**config.mk**
```make
export PLATFORM = sky130hd
export DESIGN_NAME = snes_pad_reader_flat
export DESIGN_NICKNAME = d
export VERILOG_FILES = /design/src/rtl/snes_pad_reader_if.sv /design/src/rtl/snes_pad_reader.sv /design/src/flat_wrapper.sv
export SDC_FILE = /design/constraint.sdc
export NUM_CORES = 1
export LEC_CHECK = 0
export CAP_MARGIN = 20
export CORE_MARGIN = 2
export CORE_UTILIZATION = 45
export CTS_CLUSTER_SIZE = 14
export DETAILED_ROUTE_END_ITERATION = 7
export PLACE_DENSITY = 0.66
export SYNTH_ARGS = -nofsm -noshare
export SYNTH_HDL_FRONTEND = slang
export SYNTH_SLANG_ARGS = --single-unit
```
**constraint.sdc**
```tcl
create_clock -name clk -period 4.4 [get_ports clk]
set_input_delay 0.66 -clock clk [delete_from_list [all_inputs] [get_ports clk]]
set_output_delay 0.66 -clock clk [all_outputs]
set_load 0.01 [all_outputs]
```
**src/rtl/snes_pad_reader_if.sv**
```systemverilog
// Host-side and pad-side signals of the SNES pad reader.
// Build option SECOND_PAD_EN adds the second pad's data line and button word.
interface snes_pad_reader_if #(
    parameter int NBITS = 12
);
    logic             frame_tick;
    logic             pad_data;
    logic             pad_latch;
    logic             pad_clk;
    logic [NBITS-1:0] buttons;
    logic             valid;
    logic             busy;
`ifdef SECOND_PAD_EN
    logic             pad_data_b;
    logic [NBITS-1:0] buttons_b;

    modport master (
        input  frame_tick, pad_data, pad_data_b,
        output pad_latch, pad_clk, buttons, buttons_b, valid, busy
    );
    modport slave (
        output frame_tick, pad_data, pad_data_b,
        input  pad_latch, pad_clk, buttons, buttons_b, valid, busy
    );
`else
    modport master (
        input  frame_tick, pad_data,
        output pad_latch, pad_clk, buttons, valid, busy
    );
    modport slave (
        output frame_tick, pad_data,
        input  pad_latch, pad_clk, buttons, valid, busy
    );
`endif
endinterface

```
**src/rtl/snes_pad_reader.sv**
```systemverilog
// Polls an SNES serial gamepad once per frame_tick and presents an active-high button word.
// Build option SECOND_PAD_EN reads a second pad on the same latch/clock timing.
module snes_pad_reader #(
    parameter int HALF_PERIOD = 4,
    parameter int NBITS       = 12
) (
    input logic               clk,
    input logic               rst,
    snes_pad_reader_if.master bus
);
    localparam int TW = $clog2(2 * HALF_PERIOD);
    localparam int BW = (NBITS > 1) ? $clog2(NBITS) : 1;
    localparam logic [TW-1:0] LOW_LAST   = TW'(HALF_PERIOD - 1);
    localparam logic [TW-1:0] PHASE_LAST = TW'(2 * HALF_PERIOD - 1);
    localparam logic [TW-1:0] TCNT_ONE   = TW'(1);
    localparam logic [BW-1:0] BIT_LAST   = BW'(NBITS - 1);
    localparam logic [BW-1:0] BIT_ONE    = BW'(1);

    typedef enum logic [1:0] {
        IDLE  = 2'd0,
        LATCH = 2'd1,
        SHIFT = 2'd2,
        DONE  = 2'd3
    } state_t;

    state_t           state_r;
    logic [TW-1:0]    tcnt_r;
    logic [BW-1:0]    bit_r;
    logic [1:0]       sync_a_r;
    logic [NBITS-1:0] shift_a_r;
    logic [NBITS-1:0] buttons_r;
    logic             pad_latch_r;
    logic             pad_clk_r;
    logic             valid_r;
    logic             busy_r;
`ifdef SECOND_PAD_EN
    logic [1:0]       sync_b_r;
    logic [NBITS-1:0] shift_b_r;
    logic [NBITS-1:0] buttons_b_r;
`endif

    // Two-flop synchronizers; idle value 1 matches a released or unplugged pad.
    always_ff @(posedge clk or posedge rst) begin
        if (rst) begin
            sync_a_r <= 2'b11;
`ifdef SECOND_PAD_EN
            sync_b_r <= 2'b11;
`endif
        end else begin
            sync_a_r <= {sync_a_r[0], bus.pad_data};
`ifdef SECOND_PAD_EN
            sync_b_r <= {sync_b_r[0], bus.pad_data_b};
`endif
        end
    end

    // Poll sequencer: latch pulse, NBITS clock pulses, then one DONE cycle publishing the word.
    always_ff @(posedge clk or posedge rst) begin
        if (rst) begin
            state_r     <= IDLE;
            tcnt_r      <= {TW{1'b0}};
            bit_r       <= {BW{1'b0}};
            shift_a_r   <= {NBITS{1'b0}};
            buttons_r   <= {NBITS{1'b0}};
            pad_latch_r <= 1'b0;
            pad_clk_r   <= 1'b1;
            valid_r     <= 1'b0;
            busy_r      <= 1'b0;
`ifdef SECOND_PAD_EN
            shift_b_r   <= {NBITS{1'b0}};
            buttons_b_r <= {NBITS{1'b0}};
`endif
        end else begin
            case (state_r)
                IDLE: begin
                    valid_r <= 1'b0;
                    if (bus.frame_tick) begin
                        state_r     <= LATCH;
                        busy_r      <= 1'b1;
                        pad_latch_r <= 1'b1;
                        tcnt_r      <= {TW{1'b0}};
                    end else begin
                        state_r <= IDLE;
                    end
                end
                LATCH: begin
                    if (tcnt_r == PHASE_LAST) begin
                        state_r     <= SHIFT;
                        pad_latch_r <= 1'b0;
                        pad_clk_r   <= 1'b0;
                        tcnt_r      <= {TW{1'b0}};
                        bit_r       <= {BW{1'b0}};
                    end else begin
                        tcnt_r <= tcnt_r + TCNT_ONE;
                    end
                end
                SHIFT: begin
                    // Sample just before the rising pad_clk edge moves the pad to the next bit.
                    if (tcnt_r == LOW_LAST) begin
                        shift_a_r[bit_r] <= ~sync_a_r[1];
`ifdef SECOND_PAD_EN
                        shift_b_r[bit_r] <= ~sync_b_r[1];
`endif
                        pad_clk_r <= 1'b1;
                    end else begin
                        pad_clk_r <= pad_clk_r;
                    end
                    if (tcnt_r == PHASE_LAST) begin
                        tcnt_r <= {TW{1'b0}};
                        if (bit_r == BIT_LAST) begin
                            state_r   <= DONE;
                            buttons_r <= shift_a_r;
`ifdef SECOND_PAD_EN
                            buttons_b_r <= shift_b_r;
`endif
                            valid_r   <= 1'b1;
                            busy_r    <= 1'b0;
                        end else begin
                            bit_r     <= bit_r + BIT_ONE;
                            pad_clk_r <= 1'b0;
                        end
                    end else begin
                        tcnt_r <= tcnt_r + TCNT_ONE;
                    end
                end
                DONE: begin
                    valid_r <= 1'b0;
                    state_r <= IDLE;
                end
                default: begin
                    state_r     <= IDLE;
                    pad_latch_r <= 1'b0;
                    pad_clk_r   <= 1'b1;
                    valid_r     <= 1'b0;
                    busy_r      <= 1'b0;
                end
            endcase
        end
    end

    assign bus.buttons   = buttons_r;
    assign bus.valid     = valid_r;
    assign bus.busy      = busy_r;
    assign bus.pad_latch = pad_latch_r;
    assign bus.pad_clk   = pad_clk_r;
`ifdef SECOND_PAD_EN
    assign bus.buttons_b = buttons_b_r;
`endif

endmodule

```
**src/flat_wrapper.sv**
```systemverilog
// flat-port wrapper written by rule: the top's interface ports become plain ports
module snes_pad_reader_flat 
#(
    parameter int HALF_PERIOD = 4,
    parameter int NBITS       = 12
)
  (clk, rst, bus_frame_tick, bus_pad_data, bus_pad_latch, bus_pad_clk, bus_buttons, bus_valid, bus_busy);
  snes_pad_reader_if #(.NBITS(NBITS)) bus_i ();
  input logic clk;
  input logic rst;
  input wire logic [$bits(bus_i.frame_tick)-1:0] bus_frame_tick;
  input wire logic [$bits(bus_i.pad_data)-1:0] bus_pad_data;
  output wire logic [$bits(bus_i.pad_latch)-1:0] bus_pad_latch;
  output wire logic [$bits(bus_i.pad_clk)-1:0] bus_pad_clk;
  output wire logic [$bits(bus_i.buttons)-1:0] bus_buttons;
  output wire logic [$bits(bus_i.valid)-1:0] bus_valid;
  output wire logic [$bits(bus_i.busy)-1:0] bus_busy;
  assign bus_i.frame_tick = bus_frame_tick;
  assign bus_i.pad_data = bus_pad_data;
  assign bus_pad_latch = bus_i.pad_latch;
  assign bus_pad_clk = bus_i.pad_clk;
  assign bus_buttons = bus_i.buttons;
  assign bus_valid = bus_i.valid;
  assign bus_busy = bus_i.busy;
  snes_pad_reader #(.HALF_PERIOD(HALF_PERIOD), .NBITS(NBITS)) u_core (.clk(clk), .rst(rst), .bus(bus_i));
endmodule
```
==> results.toml <==
[worst_setup_path]
crit_type = "reg -> reg"
cp-end-kind = "flop"
start_kind = "flop"
worstPathRequired_ps = 4570
crit_fanout = 13
r2r_slack_ps = 2340
arrival_ps = 2220

[layout]
antennaDiodeCount = 0
fin_nets = 187
layout_commonest_cell = "dfrtp_1"
syn_to_final_growth_pct = 14.1
final_cell_mix = "dfrtp_1 (36), clkdlybuf4s50_1 (19), mux2_1 (12)"
layout-drive-gt1-share_pct = 12.1

[timing]
fmax_mhz = 486
clock_skew_ps = 5.52
slew_headroom_pct = 66.3
setup_viol = 0
timing.final.crit_share_pct = 46.8
setup_tns_ps = 0
rsz0062_at_grt = "no"
setup_ws_ps = 2340
slew_violations = 0
hold_violations = 0
period_needed_ps = 2060
tightest_slew_ps = 506

[power_and_ir_drop]
pwr-share-comb_pct = 32.2
ir_drop_uv = 348
p_clk_share_pct = 23.5
p_seq_share_pct = 44.2
p_int_mw = 0.647
cellPowerDensity_nw_per_um2 = 445
p_sw_mw = 0.317
swShare_pct = 32.8
power_leakage_nw = 1.04

[clock_network]
clockBufferDepth = 2
hold_buffers = 0
cts-resized-gates = 0
cts_made_buffers = 5
cts-htree-levels = 2
clkTransAtPathRegs_ps = 60
clk_latency_ps = 290
postCtsSetupRepairBufs = 0
cts_root_buffer = "clkbuf_8"
cts.sinks = 39
cts_tree = "built"

[floorplan]
die_area_um2 = 4750
start_util_pct = 47.1
pin_count = 20
dieWidth_um = 68.9
rows = 23
fp.dieH_um = 68.9
core_um2 = 4030

[logic_synthesis]
synthCells = 155
seq_area_frac_synth_pct = 51.6
synth_area_um2 = 1900
syn_nets = 169
ys_ff_latch = 39
synth_top_area_share_pct = 47.5
ys_top_cells_by_area = "dfrtp_1 (47%), mux2_1 (7.1%), ha_1 (6.6%)"
synth.distinct_cells = 44
ys_warn_count = 0
avgSynthCellArea_um2 = 12.2
synth_area_leader_cell = "dfrtp_1"

[routing]
wire_per_inst_um = 14.3
avgViaCountPerCell = 5.50
wl_um = 3200
ant_nets = 0
dr.pass1.iters = 4
via_count = 1231
drtIter0Drc = 45
drc = 0

[global_route]
grt_start_max_net_pins = 40
grt_pass1_vias = 1212
grt_overflow = 0
grt_pass1_wl_um = 5550
antenna_found_initial = 0
track_usage_pct = 16.2

[worst_hold_path]
hold_class = "reg -> reg"

[run_status]
status = "complete, no violations"

[job]
cap_violations = 0

[place]
port_buffers = 19
place.detailed.hpwl_um = 2240
preCtsSetupSlack_ps = 2330
gp_congestion = 0.786
-- through the flow --
stage	std cells	hold slack, ps	power (mW)	cell area (µm²)	util [%]
after floorplan	155	345	0.683	1900	-
after global placement	216	347	0.734	2090	51.8
after detailed placement	216	350	0.745	2090	51.8
after CTS	224	361	0.977	2170	53.8
after global routing	224	365	1.04	2170	53.8
final	224	358	0.964	2170	53.8
-- metal layers --
| metal | GRT usage (%) | vias to the layer above | wire length [µm] |
|---|---|---|---|
| met5 | 0 | - | 0 |
| met4 | 9.80 | 0 | 128 |
| met3 | 3.41 | 15 | 102 |
| met2 | 25.7 | 27 | 1480 |
| met1 | 20.2 | 595 | 1490 |
| li1 | - | 594 | - |
-- area by class of cell --
class	instances	area, µm²
inverters	12	45.0
well taps	50	62.6
repair buffers	20	198
fillers	365	1860
clock buffers	8	80.1
multi-input cells	95	801
flip-flops and latches	39	980
-- Yosys cell counts (all sizes together) --
library cell and n:
nand3 3, nand2b 1, buf 7, a31oi 8
o31ai 3, mux2i 4, o221ai 2, mux2 14
nand4 1, clkbuf 2, a21oi 9, dfstp 3
a211o 1, inv 12, ha 10, a21bo 1
and4b 2, a22o 1, o41ai 1, and4bb 1
a2bb2oi 1, dfrtp 36, o21ai 6, o211ai 2
o22a 1, nor2 3, a32o 1, nor4b 1
o32a 1, nor3 1, nand2 12, nand3b 1
and3 2, nor3b 1
-- power groups by stage --
stage / logic (mW) / clock network, mW / registers (mW)
2_1_floorplan: 0.256 / 0 / 0.428
3_3_place_gp: 0.305 / 0 / 0.429
3_5_place_dp: 0.312 / 0 / 0.432
4_1_cts: 0.315 / 0.236 / 0.426
5_1_grt: 0.355 / 0.252 / 0.432
6_report: 0.310 / 0.227 / 0.426
-- state kept, by name, indices dropped and copies added, names as in the netlist --
register and count:
u_core.tcnt_r 3, u_core.sync_a_r 2, u_core.state_r 2, u_core.bus.busy 1, u_core.bus.pad_clk 1, u_core.bus.pad_latch 1
u_core.bus.buttons 12, u_core.bus.valid 1, u_core.shift_a_r 12, u_core.bit_r 4
-- kinds of logic after synthesis --
logic type | after synthesis | share of synthesized area, %
muxes | 18 | 10.8
buffers and inverters | 21 | 6.20
DFF | 39 | 51.6
AOI/OAI and AO/OA | 38 | 14.6
adders and majority gates | 10 | 6.59
and+or+nand+nor | 29 | 10.2
-- critical path, cell delays in order (launching register included) --
cell	delay (ps)
dfrtp_1	400
inv_1	100
ha_1	480
nand2_1	210
nor2_4	390
mux2_1	370
-- final timing paths --
path	cells after the start	to	start
hold reg to reg	0	u_core.sync_a_r[1]	u_core.sync_a_r[0]
min in group asynchronous	3	u_core.bus.buttons[10]	rst
hold / removal	0	u_core.sync_a_r[1]	u_core.sync_a_r[0]
max in group asynchronous	3	u_core.bus.pad_clk	rst
setup / recovery	5	u_core.bus.buttons[3]	u_core.state_r[0]
setup reg to reg	5	u_core.bus.buttons[3]	u_core.state_r[0]
Power figures use the tool's default switching activity.
